`config.mk`:
```
export PLATFORM = sky130hd
export DESIGN_NAME = bus_bit_gather_flat
export DESIGN_NICKNAME = d
export VERILOG_FILES = /design/src/rtl/bus_bit_gather_if.sv /design/src/rtl/bus_bit_gather.sv /design/src/flat_wrapper.sv
export SDC_FILE = /design/constraint.sdc
export NUM_CORES = 1
export LEC_CHECK = 0
export ABC_AREA = 1
export ABC_CLOCK_PERIOD_IN_PS = 3100
export BUFFER_PORTS_ARGS = -buffer_cell sky130_fd_sc_hd__buf_2
export CORE_UTILIZATION = 55
export CTS_CLUSTER_DIAMETER = 200
export DETAILED_ROUTE_END_ITERATION = 12
export GPL_ROUTABILITY_DRIVEN = 0
export HOLD_SLACK_MARGIN = 0.03
export PLACE_DENSITY = 0.8
export SLEW_MARGIN = 10
export SYNTH_ARGS = -nofsm -noshare
export SYNTH_HDL_FRONTEND = slang
export SYNTH_SLANG_ARGS = --single-unit
```
`constraint.sdc`:
```
create_clock -name clk -period 3.1 [get_ports clk]
set_input_delay 0.31 -clock clk [delete_from_list [all_inputs] [get_ports clk]]
set_output_delay 0.31 -clock clk [all_outputs]
set_load 0.005 [all_outputs]
```
`src/rtl/bus_bit_gather_if.sv`:
```
// Handshake and configuration bundle for bus_bit_gather.
// The slave modport is the gather block; the master modport is whoever drives it.
interface bus_bit_gather_if #(
    parameter int WIDTH     = 4,
    parameter int IDX_WIDTH = 2
);
    logic                 cfg_we;
    logic [IDX_WIDTH-1:0] cfg_idx;
    logic [IDX_WIDTH-1:0] cfg_src;
    logic                 cfg_en;
    logic                 cfg_ready;
    logic                 cfg_err;
    logic                 in_valid;
    logic                 in_ready;
    logic [WIDTH-1:0]     in_data;
    logic                 out_valid;
    logic                 out_ready;
    logic [WIDTH-1:0]     out_data;
    logic [WIDTH-1:0]     out_unmapped;

    modport master (
        output cfg_we, cfg_idx, cfg_src, cfg_en, in_valid, in_data, out_ready,
        input  cfg_ready, cfg_err, in_ready, out_valid, out_data, out_unmapped
    );

    modport slave (
        input  cfg_we, cfg_idx, cfg_src, cfg_en, in_valid, in_data, out_ready,
        output cfg_ready, cfg_err, in_ready, out_valid, out_data, out_unmapped
    );
endinterface

```
`src/rtl/bus_bit_gather.sv`:
```
// Gathers scattered bus bits back into destination order through a programmable
// per-bit source map, behind a 2-stage valid/ready pipeline.
module bus_bit_gather #(
    parameter int WIDTH     = 4,
    parameter int IDX_WIDTH = 2
) (
    input logic             clk,
    input logic             rst,
    bus_bit_gather_if.slave bus
);
    localparam logic [IDX_WIDTH:0] LIMIT = (IDX_WIDTH + 1)'(WIDTH);

    logic [WIDTH-1:0]                map_en;
    logic [WIDTH-1:0][IDX_WIDTH-1:0] map_src;
    logic [WIDTH-1:0]                unmapped;
    logic                            vld_p1;
    logic                            vld_p2;
    logic [WIDTH-1:0]                data_p1;
    logic [WIDTH-1:0]                data_p2;
    logic                            err_q;
    logic                            adv_p1;
    logic                            in_ready_c;
    logic                            accept_p0;
    logic                            cfg_ready_c;
    logic                            cfg_ok;

    function automatic logic [WIDTH-1:0] gather(
        input logic [WIDTH-1:0]                word,
        input logic [WIDTH-1:0]                en,
        input logic [WIDTH-1:0][IDX_WIDTH-1:0] src
    );
        logic [WIDTH-1:0] r;
        r = '0;
        for (int i = 0; i < WIDTH; i++) begin
            if (en[i]) r[i] = word[src[i]];
        end
        return r;
    endfunction

    assign adv_p1      = !vld_p2 || bus.out_ready;
    assign in_ready_c  = !bus.cfg_we && (!vld_p1 || adv_p1);
    assign accept_p0   = bus.in_valid && in_ready_c;
    // Map writes are only legal with nothing in flight, so every word sees one map.
    assign cfg_ready_c = !vld_p1 && !vld_p2;
    assign cfg_ok      = bus.cfg_we && cfg_ready_c &&
                         ({1'b0, bus.cfg_idx} < LIMIT) && ({1'b0, bus.cfg_src} < LIMIT);

    always_ff @(posedge clk) begin
        if (rst) begin
            map_en   <= '0;
            map_src  <= '0;
            unmapped <= '1;
            err_q    <= 1'b0;
            vld_p1   <= 1'b0;
            vld_p2   <= 1'b0;
            data_p2  <= '0;
        end else begin
            err_q <= bus.cfg_we && !cfg_ok;
            for (int i = 0; i < WIDTH; i++) begin
                if (cfg_ok && (bus.cfg_idx == IDX_WIDTH'(i))) begin
                    map_en[i]   <= bus.cfg_en;
                    map_src[i]  <= bus.cfg_src;
                    unmapped[i] <= !bus.cfg_en;
                end
            end
            // p0 -> p1: capture the scattered word
            if (accept_p0) begin
                vld_p1 <= 1'b1;
            end else if (adv_p1) begin
                vld_p1 <= 1'b0;
            end
            // p1 -> p2: gather under the current map
            if (adv_p1) begin
                vld_p2 <= vld_p1;
                if (vld_p1) data_p2 <= gather(data_p1, map_en, map_src);
            end
        end
    end

    always_ff @(posedge clk) begin
        if (accept_p0) data_p1 <= bus.in_data;
    end

    assign bus.in_ready     = in_ready_c;
    assign bus.cfg_ready    = cfg_ready_c;
    assign bus.cfg_err      = err_q;
    assign bus.out_valid    = vld_p2;
    assign bus.out_data     = data_p2;
    assign bus.out_unmapped = unmapped;
endmodule
```
`src/flat_wrapper.sv`:
```
// flat-port wrapper written by rule: the top's interface ports become plain ports
module bus_bit_gather_flat 
#(
    parameter int WIDTH     = 4,
    parameter int IDX_WIDTH = 2
)
  (clk, rst, bus_cfg_we, bus_cfg_idx, bus_cfg_src, bus_cfg_en, bus_in_valid, bus_in_data, bus_out_ready, bus_cfg_ready, bus_cfg_err, bus_in_ready, bus_out_valid, bus_out_data, bus_out_unmapped);
  bus_bit_gather_if #(.WIDTH(WIDTH), .IDX_WIDTH(IDX_WIDTH)) bus_i ();
  input logic clk;
  input logic rst;
  input wire logic [$bits(bus_i.cfg_we)-1:0] bus_cfg_we;
  input wire logic [$bits(bus_i.cfg_idx)-1:0] bus_cfg_idx;
  input wire logic [$bits(bus_i.cfg_src)-1:0] bus_cfg_src;
  input wire logic [$bits(bus_i.cfg_en)-1:0] bus_cfg_en;
  input wire logic [$bits(bus_i.in_valid)-1:0] bus_in_valid;
  input wire logic [$bits(bus_i.in_data)-1:0] bus_in_data;
  input wire logic [$bits(bus_i.out_ready)-1:0] bus_out_ready;
  output wire logic [$bits(bus_i.cfg_ready)-1:0] bus_cfg_ready;
  output wire logic [$bits(bus_i.cfg_err)-1:0] bus_cfg_err;
  output wire logic [$bits(bus_i.in_ready)-1:0] bus_in_ready;
  output wire logic [$bits(bus_i.out_valid)-1:0] bus_out_valid;
  output wire logic [$bits(bus_i.out_data)-1:0] bus_out_data;
  output wire logic [$bits(bus_i.out_unmapped)-1:0] bus_out_unmapped;
  assign bus_i.cfg_we = bus_cfg_we;
  assign bus_i.cfg_idx = bus_cfg_idx;
  assign bus_i.cfg_src = bus_cfg_src;
  assign bus_i.cfg_en = bus_cfg_en;
  assign bus_i.in_valid = bus_in_valid;
  assign bus_i.in_data = bus_in_data;
  assign bus_i.out_ready = bus_out_ready;
  assign bus_cfg_ready = bus_i.cfg_ready;
  assign bus_cfg_err = bus_i.cfg_err;
  assign bus_in_ready = bus_i.in_ready;
  assign bus_out_valid = bus_i.out_valid;
  assign bus_out_data = bus_i.out_data;
  assign bus_out_unmapped = bus_i.out_unmapped;
  bus_bit_gather #(.WIDTH(WIDTH), .IDX_WIDTH(IDX_WIDTH)) u_core (.clk(clk), .rst(rst), .bus(bus_i));
endmodule
```
* After elaboration in Yosys (flattened, before gate mapping)
Index checks and enable logic that the tools add are counted.
** Word-level totals
- Bits in registers :: 27
- Bits of input ports :: 14
- Logic and storage cells :: 57
** Operators by class
- Magnitude comparators :: 4
- Equal/unequal tests :: 3
- Mux-type cells :: 14
- Reduce and logical (&&, ||, !) cells :: 19
** Operator list (number)
- < comparator 2 x 3 -> 1 bit (second input constant) :: 4
- two-way mux 1 bit :: 10
- logical AND 1 bit :: 9
- binary-select mux 1 bit (select 2 bit) :: 4
- logical NOT 1 bit :: 5
- equality test 2 bit (second input constant) :: 2
- equality test 2 x 1 -> 1 bit (second input constant) :: 1
- logical NOT 2 bit :: 1
- logical OR 1 bit :: 2
- AND reduction 2 bit :: 1
- nonzero test 2 bit :: 1

* Longest topological paths before layout
Gate-level depths: netlist of the first run.
- Depth after elaboration :: 6
- Mapped depth :: 6
- Mapped depth without buffers :: 6

* Worst setup path after synthesis of the first run
Ideal clock, no wire load.
- Kind :: register to register
- Start point :: register u_core.vld_p2, in the netlist u_core.bus.out_valid
- End point :: register u_core.map_en[0]
- Setup time :: 132 ps
- Arrival :: 935 ps
- Path slack :: 2032 ps
- Stages on the path, launching flop included :: 7
- Clock period less this slack :: 1068 ps
- Path through :: dfxtp_1 > nor2_4 > nand2_4 > inv_4 > nand2_1 > nand2_1 > a21oi_1
** Between the ends
- Longest elaborated chain between the ends :: 4
** RTL lines
- from (decl) :: RTL line bus_bit_gather.sv:17 : logic vld_p2;
- from (signal assigned) :: RTL line bus_bit_gather.sv:74 : vld_p2 <= vld_p1;
- logical NOT 1 bit :: RTL line bus_bit_gather.sv:44 : assign cfg_ready_c = !vld_p1 && !vld_p2;
- logical AND 1 bit :: RTL line bus_bit_gather.sv:44
- net bus_cfg_ready :: RTL line flat_wrapper.sv:18 : output wire logic [$bits(bus_i.cfg_ready)-1:0] bus_cfg_ready;
- logical AND 1 bit :: RTL line bus_bit_gather.sv:45 : assign cfg_ok = bus.cfg_we && cfg_ready_c &&
- logical AND 1 bit :: RTL line bus_bit_gather.sv:60 : if (cfg_ok && (bus.cfg_idx == IDX_WIDTH'(i))) begin
- to (signal, indexed assignment) :: RTL line bus_bit_gather.sv:61 : map_en[i] <= bus.cfg_en;
- to (decl) :: RTL line bus_bit_gather.sv:13 : logic [WIDTH-1:0] map_en;
The timed path passes the listed nets, and every way through them passes these cells.
A chain may end at the register's enable or synchronous reset.

* Worst setup path in the final report of the first run
- Start point :: register u_core.vld_p2, in the netlist u_core.bus.out_valid
- End point :: output port bus_in_ready
** Between the ends
- Longest elaborated chain between the ends :: 4
** RTL lines
- logical NOT 1 bit :: RTL line bus_bit_gather.sv:40 : assign adv_p1 = !vld_p2 || bus.out_ready;
- logical OR 1 bit :: RTL line bus_bit_gather.sv:40
- logical OR 1 bit :: RTL line bus_bit_gather.sv:41 : assign in_ready_c = !bus.cfg_we && (!vld_p1 || adv_p1);
- logical AND 1 bit :: RTL line bus_bit_gather.sv:41
- to (decl) :: RTL line flat_wrapper.sv:20 : output wire logic [$bits(bus_i.in_ready)-1:0] bus_in_ready;
Every way passes these cells.

==> out/metrics.cfg, run 1 <==
[critical_path]
worst_r2r_path_depth = 3
worst_ep_arrival_time_ps = 1220
critPathKind = reg2out
endpoint_kind = primary output
crit_path_max_fanout = 5
cp-startpoint = u_core.bus.out_valid$_SDFFE_PP0P_
startpoint_type = flop
crit_required_ps = 2790
r2r-start = u_core.bus.out_valid$_SDFFE_PP0P_

[power]
p_switching_uw = 164
sw_frac_of_total_pct = 26.8
comb_power_share_pct = 11.7
irDropWorstVdd_v = 0.000308
clkPwrFrac_pct = 25.7
intPower_uw = 447
p_seq_share_pct = 62.6
power_density_nw_per_um2 = 459
power_leakage_nw = 0.576
finalPower_uw = 611

[final_layout]
layout-drive-gt1-share_pct = 19.8
multi_input_area_um2 = 488
regArea_um2 = 581
finalInstanceArea_um2 = 1330
area_growth_syn_to_layout_pct = 15.8
nets = 192
n_antenna_cell = 0
num-fill-cells = 194

[place]
hpwl_um = 2050
place.port_buffers = 25
place_area_um2 = 1300
dp_slack_ps = 1840

[die]
die_area_um2 = 2280
die_height_um = 47.7
die_w_um = 47.7
rows = 16
ios = 26
core-area_um2 = 1960
start_util_pct = 58.6

[timing]
worstMarginPinSlew_ps = 364
min_period_over_period_pct = 49.2
final_hold_viol_count = 0
fin_crit_ps = 1530
maxSlewViolCount = 0
slew_headroom_pct = 75.7
clock_skew_ps = 1.69
tns_ps = 0
fmax_ghz = 0.655
finalSetupViolCount = 0
rsz0062_at_grt = false
worst_slack_ps = 1570

[yosys]
synth_cell_type_count = 18
netlist_instances = 150
syn-cell-area_um2 = 1150
synth_area_leaders = dfxtp_1 (40%), nand2_1 (12%), edfxtp_1 (10%)
syn_nets = 164
ys_seq_elements = 27
muxShareOfSynthArea_pct = 0
synth_top_area_share_pct = 40.0
synthSimpleGateAreaFrac_pct = 30.6
synthAdderAreaFrac_pct = 0
syn_avg_cell_area_um2 = 7.67
synth_compound_area_share_pct = 11.9
ys_seq_area_share_pct = 50.5
synth_xor_area_share_pct = 0
synth_top_family_by_area = simple AND/OR/NAND/NOR gates
yosys_warnings = 0
synth_top_area_cell = dfxtp_1

[hold_path]
hold_start = bus_in_data[1]
hp-class = in2reg
hold_depth = 1

[global_routing]
grt_antenna_before_repair = 0
grt_pass1_wl_um = 3860
track_usage_pct = 25.1
grt_pass1_vias = 962
grt_overflow = 0
grt_max_degree = 17

[cts]
clkSlewWorstSetupHoldPaths_ps = 140
cts-root-buf = clkbuf_4
htree_levels = 1
clk_path_buf_depth = 2
cts_setup_buffers = 0
ctsHoldBuffers = 0
cts_tree = built
cts.sinks = 27
clock_latency_ps = 330
cts_resized = 0
cts_buffers = 3

[routing]
drcViolationCount = 0
via_count = 1077
drtIter0Drc = 15
final_antenna_net_count = 0
avgViaCountPerCell = 5.28
drt_wl_total_um = 2590
routedWlPerCell_um = 12.7
drt_pass1_iterations = 4

[run_status]
status = complete, no violations

[job]
max_cap_violations = 0

## layout by cell type (no fill, tap or decap)
cell type,count
nand4_1,2
nor3_1,1
nor2_1,10
nand2_1,37
inv_1,18
nand3b_1,1
a21oi_2,1
buf_2,25
edfxtp_1,4
nand2_4,1
nand3_1,21
dfxtp_1,23
inv_4,1
o21ai_0,10
nor2_4,3
o211ai_1,1
a21oi_1,13
clkinvlp_4,1
o21ai_1,1
clkbuf_4,3
## cell usage after synthesis
| master | number |
|---|---|
| nand2_1 | 37 |
| dfxtp_1 | 23 |
| nand3_1 | 21 |
| inv_1 | 18 |
| a21oi_1 | 13 |
| nor2_1 | 10 |
| o21ai_0 | 10 |
| edfxtp_1 | 4 |
| nor2_4 | 3 |
| clkbuf_1 | 2 |
| nand4_1 | 2 |
| a21oi_2 | 1 |
| inv_4 | 1 |
| nand2_4 | 1 |
| nand3b_1 | 1 |
| nor3_1 | 1 |
| o211ai_1 | 1 |
| o21ai_1 | 1 |
## routing by layer
| metal | GRT usage (%) | vias to the layer above | part of all wire, % | routed length [um] |
|---|---|---|---|---|
| li1 | - | 544 | - | - |
| met1 | 27.2 | 491 | 41 | 1050 |
| met2 | 45.9 | 33 | 51 | 1330 |
| met3 | 4.53 | 9 | 4.6 | 118 |
| met4 | 13.3 | 0 | 3.2 | 84 |
| met5 | 0 | - | 0 | 0 |
## layout make-up
cell class / count / share of cell area (%)
inverter: 19 / 5.55
timing repair buffer: 25 / 9.40
clock buffer: 3 / 1.69
tap: 27 / 2.54
clock inverter: 1 / 0.564
multi-input combinational: 102 / 36.7
sequential: 27 / 43.6
## power by group through the flow
stage               logic (mW)  registers (mW)  clock network [mW]
finish                  0.0717           0.382               0.157
global route            0.0808           0.384               0.175
CTS                     0.0720           0.382               0.159
detailed placement      0.0716           0.390                   0
global placement        0.0679           0.388                   0
floorplan               0.0429           0.387                   0
## kinds of logic (layout without fill, tap and decap cells)
logic type             Yosys count  in the layout
AND/OR/NAND/NOR                 76             76
flip-flops                      27             27
AO/OA/AOI/OAI                   26             26
buffers and inverters           21             48
## worst max-delay path, cell delays in order, from the launching register on
cell     delay [ps]
dfxtp_1         470
nand3_1         140
nand2_1         110
inv_1            40
buf_2           110
## metrics by stage
step                util (%)  hold slack (ps)  std cells
finish                  67.9              138        204
global route            67.9              116        204
CTS                     67.9              135        204
detailed placement      66.3              444        200
global placement        66.3              436        200
floorplan                  -              409        150
## state kept, by name (all words and copies together) (netlist names)
| signal | flops |
|---|---|
| u_core.data_p1 | 4 |
| u_core.map_en | 4 |
| u_core.bus.cfg_err | 1 |
| u_core.bus.out_data | 4 |
| u_core.bus.out_unmapped | 4 |
| u_core.map_src | 8 |
| u_core.vld_p1 | 1 |
| u_core.bus.out_valid | 1 |
## worst paths after layout
| check | slack, ps | to |
|---|---|---|
| setup / recovery | 1570 | bus_in_ready |
| hold / removal | 140 | u_core.data_p1[1]$_DFFE_PP_ |
| setup reg to reg | 1910 | u_core.data_p1[2]$_DFFE_PP_ |
| hold reg to reg | 480 | u_core.bus.out_unmapped[2]$_SDFFE_PP1P_ |
(Power assumes the default switching activity.)
==> run 2, diff against run 1 <==
--- a/config.mk
+++ b/config.mk
@@ -5,15 +5,15 @@
 export SDC_FILE = /design/constraint.sdc
 export NUM_CORES = 1
 export LEC_CHECK = 0
-export ABC_AREA = 1
-export ABC_CLOCK_PERIOD_IN_PS = 3100
+export ABC_AREA = 0
+export ABC_CLOCK_PERIOD_IN_PS = 1200
 export BUFFER_PORTS_ARGS = -buffer_cell sky130_fd_sc_hd__buf_2
-export CORE_UTILIZATION = 55
+export CORE_UTILIZATION = 47
 export CTS_CLUSTER_DIAMETER = 200
 export DETAILED_ROUTE_END_ITERATION = 12
 export GPL_ROUTABILITY_DRIVEN = 0
 export HOLD_SLACK_MARGIN = 0.03
-export PLACE_DENSITY = 0.8
+export PLACE_DENSITY = 0.73
 export SLEW_MARGIN = 10
 export SYNTH_ARGS = -nofsm -noshare
 export SYNTH_HDL_FRONTEND = slang
==> constraint.sdc (replaced) <==
create_clock -name clk -period 1.2 [get_ports clk]
set_input_delay 0.12 -clock clk [delete_from_list [all_inputs] [get_ports clk]]
set_output_delay 0.12 -clock clk [all_outputs]
set_load 0.005 [all_outputs]
==> run 2 against run 1 <==
  * The run now ends with setup timing left
  * First-iteration DRC count grew 6.7%
  * Combinational power grew to 2.6 times the previous value
  * Register-to-register slack lost 1900 ps
  * Total power grew to 2.5 times the previous value
  * Sequential power grew to 2.5 times the previous value
==> out/metrics.cfg, run 2 <==
[yosys]
synth_area_leaders = dfxtp_1 (40%), mux2i_1 (14%), edfxtp_1 (10%)
yosys_warnings = 0  ; unchanged
synth_edf_count = 4  ; unchanged
async_reset_ff_share_pct = 0  ; unchanged
synth_xor_area_share_pct = 0  ; unchanged
synth_top_area_cell = dfxtp_1
netlist_instances = 100  ; -33%
ys_seq_elements = 27  ; unchanged
synth_common_cells = dfxtp_1 (23), nand2b_1 (18), mux2i_1 (16)
muxShareOfSynthArea_pct = 21.6  ; +22 points
syn-cell-area_um2 = 1160  ; +0.76%
ys.flop_type = dfxtp_1
synth_top_family_by_area = multiplexers
yosysMostFrequentCell = dfxtp_1
synth_top_area_share_pct = 39.7  ; -0.30 points
synth_compound_area_share_pct = 5.18  ; -6.7 points
synth_cell_type_count = 18  ; unchanged
ys_seq_area_share_pct = 50.1  ; -0.38 points
synthSimpleGateAreaFrac_pct = 19.9  ; -11 points
synthAdderAreaFrac_pct = 0  ; unchanged
syn_avg_cell_area_um2 = 11.6  ; +51%
syn_nets = 114  ; -30%

[cts]
cts_tree = built
clock_latency_ps = 320  ; about the same
cts-root-buf = clkbuf_4
cts.sinks = 27  ; unchanged
cts_buffers = 3  ; unchanged
clkSlewWorstSetupHoldPaths_ps = 130  ; about the same
htree_levels = 1  ; unchanged
clk_path_buf_depth = 2  ; unchanged

[final_layout]
area_growth_syn_to_layout_pct = 25.1
regMostFlops = u_core.map_src
n_antenna_cell = 0  ; unchanged
nets = 150  ; -22%
layout-drive-gt1-share_pct = 36.3  ; +17 points
layout_commonest_cell = buf_2
final_cell_mix = buf_2 (25), dfxtp_1 (20), nand2b_1 (18)
largest_reg_flops = 8  ; unchanged
num-fill-cells = 198  ; +2.1%
utilization_pct = 63.7  ; -4.2 points

[routing]
routedWlPerCell_um = 13.6  ; +6.9%
route.met3.wl_um = 92  ; -22%
met2_wirelength_um = 1090  ; -18%
highest_layer = met4
drtIter0Drc = 16  ; +1
final_antenna_net_count = 0  ; unchanged
wl_met1_um = 1000  ; -4.9%
drt_wl_total_um = 2210  ; -15%
via_count = 855  ; -21%
drt_pass1_iterations = 4  ; unchanged
avgViaCountPerCell = 5.25  ; -0.64%
drcViolationCount = 0  ; unchanged

[critical_path]
crit_required_ps = 1410  ; -1380 ps
worst_ep_arrival_time_ps = 1440  ; +220 ps
crit_path_max_fanout = 4  ; -1
path_cells = buf_6 > nor4b_4 > nand2b_1 > mux2i_1
r2r-start = u_core.bus.out_valid$_SDFFE_PP0P_
startpoint_type = flop
endpoint_kind = flop
cp-startpoint = u_core.bus.out_valid$_SDFFE_PP0P_
cp_slowest_cell = dfxtp_4
max_stage_delay_ps = 370  ; -100 ps
crit_family = simple AND/OR/NAND/NOR gates
critPathKind = reg2reg
cp.buffers_inverters = 1  ; -1

[power]
finalPower_mw = 1.53  ; +150%
sw_frac_of_total_pct = 23.0  ; -3.8 points
comb_power_share_pct = 11.9  ; +0.2 points
p_seq_share_pct = 63.1  ; +0.5 points
irDropWorstVdd_v = 0.000744  ; +140%
p_switching_uw = 352  ; +120%
clkPwrFrac_pct = 24.9  ; -0.8 points
intPower_mw = 1.18  ; +160%
power_density_nw_per_um2 = 1050  ; +130%
power_leakage_nw = 0.630  ; +9.5%

[timing]
min_period_over_period_pct = 102
fmax_ghz = 0.814
tns_ps = -140  ; -140 ps
worstMarginPinSlew_ps = 389  ; +24.5 ps
final_hold_viol_count = 0  ; unchanged
clock_skew_ps = 8.76  ; +7.07 ps
maxSlewViolCount = 0  ; unchanged
worst_slack_ps = -28.9  ; -1600 ps
finalSetupViolCount = 8  ; +8
fin_crit_ps = 1230
slew_headroom_pct = 74.1  ; -1.6 points
rsz0062_at_grt = true

[global_routing]
grt_antenna_before_repair = 0  ; unchanged
grt_pass1_wl_um = 3580  ; -7.2%
grt_overflow = 0  ; unchanged
track_usage_pct = 19.0  ; -6.1 points
grt_pass1_vias = 829  ; -14%
grt_max_degree = 28  ; +11

[die]
start_util_pct = 50.9  ; -7.7 points
die_area_um2 = 2670  ; +17%
ios = 26  ; unchanged
core-area_um2 = 2280  ; +16%
die_height_um = 51.7  ; +8.2%
rows = 17  ; +1
die_w_um = 51.7  ; +8.2%

[run_status]
status = finished, violations left
violations = setup timing

[place]
place.port_buffers = 25  ; unchanged

[hold_path]
hold_start = bus_in_valid
hp-class = in2reg

[job]
max_cap_violations = 0  ; unchanged

==> run 2: final timing paths <==
kind                                              end  slack, ps  depth (start not counted)
setup / recovery        u_core.map_en[0]$_SDFFE_PP0P_        -30                          4
setup reg to reg        u_core.map_en[0]$_SDFFE_PP0P_        -30                          4
hold / removal             u_core.vld_p1$_SDFFE_PP0P_        100                          3
hold reg to reg   u_core.bus.out_data[0]$_SDFFE_PP0P_        480                          2
==> run 2: cell families (layout without fill, tap and decap cells) <==
family / after synthesis / in the layout
compound gates: 12 / 12
buf+inv: 6 / 41
flops: 27 / 27
mux: 20 / 20
simple gates: 35 / 35
==> run 2: routing by layer <==
metal / up-vias / GRT usage (%)
met3: 4 / 3.51
met1: 399 / 22.5
met2: 24 / 32.7
met4: 0 / 9.46
li1: 428 / -
met5: - / 0
==> run 2: worst reg2reg max path: cells and delay by family, from the launching register on <==
kind,cells,cell delay [ps]
mux,1,160
simple gates,2,470
buf+inv,1,130
flops,1,370
==> run 2: layout make-up <==
class | instances | area (um2) | share of cell area (%)
clock buffer | 4 | 26.3 | 1.81
inverter | 1 | 3.75 | 0.259
timing repair buffer | 36 | 233 | 16.1
multi-input combinational | 67 | 562 | 38.8
sequential | 27 | 589 | 40.7
tap | 28 | 35.0 | 2.42
==> run 2: per-stage QoR <==
| step | setup slack (ps) | std cells | hold slack [ps] | area [um2] |
|---|---|---|---|---|
| 4_1_cts | -25.3 | 161 | 73.8 | 1410 |
| 5_1_grt | -88.3 | 163 | 82.6 | 1450 |
| 6_report | -28.9 | 163 | 98.9 | 1450 |
| 2_1_floorplan | 5.01 | 100 | 219 | 1160 |
| 3_3_place_gp | 20.6 | 153 | 297 | 1330 |
| 3_5_place_dp | -23.7 | 153 | 298 | 1330 |
==> run 2: repair_timing <==
action | 4_1_cts | 5_1_grt
hold buffers | 4 | 0
gates cloned | 0 | 0
setup endpoints to repair | 5 | 14
setup buffers | 1 | 2
gates resized for setup | 6 | 8
pin swaps | 5 | 2
endpoints found under the hold margin | 4 | 0
==> run 2: power groups by stage <==
stage	sequential, mW	clock (mW)	combinational (mW)
2_1_floorplan	0.983	0	0.101
3_3_place_gp	0.987	0	0.151
3_5_place_dp	0.989	0	0.156
4_1_cts	0.966	0.403	0.173
5_1_grt	0.970	0.430	0.198
6_report	0.965	0.381	0.183
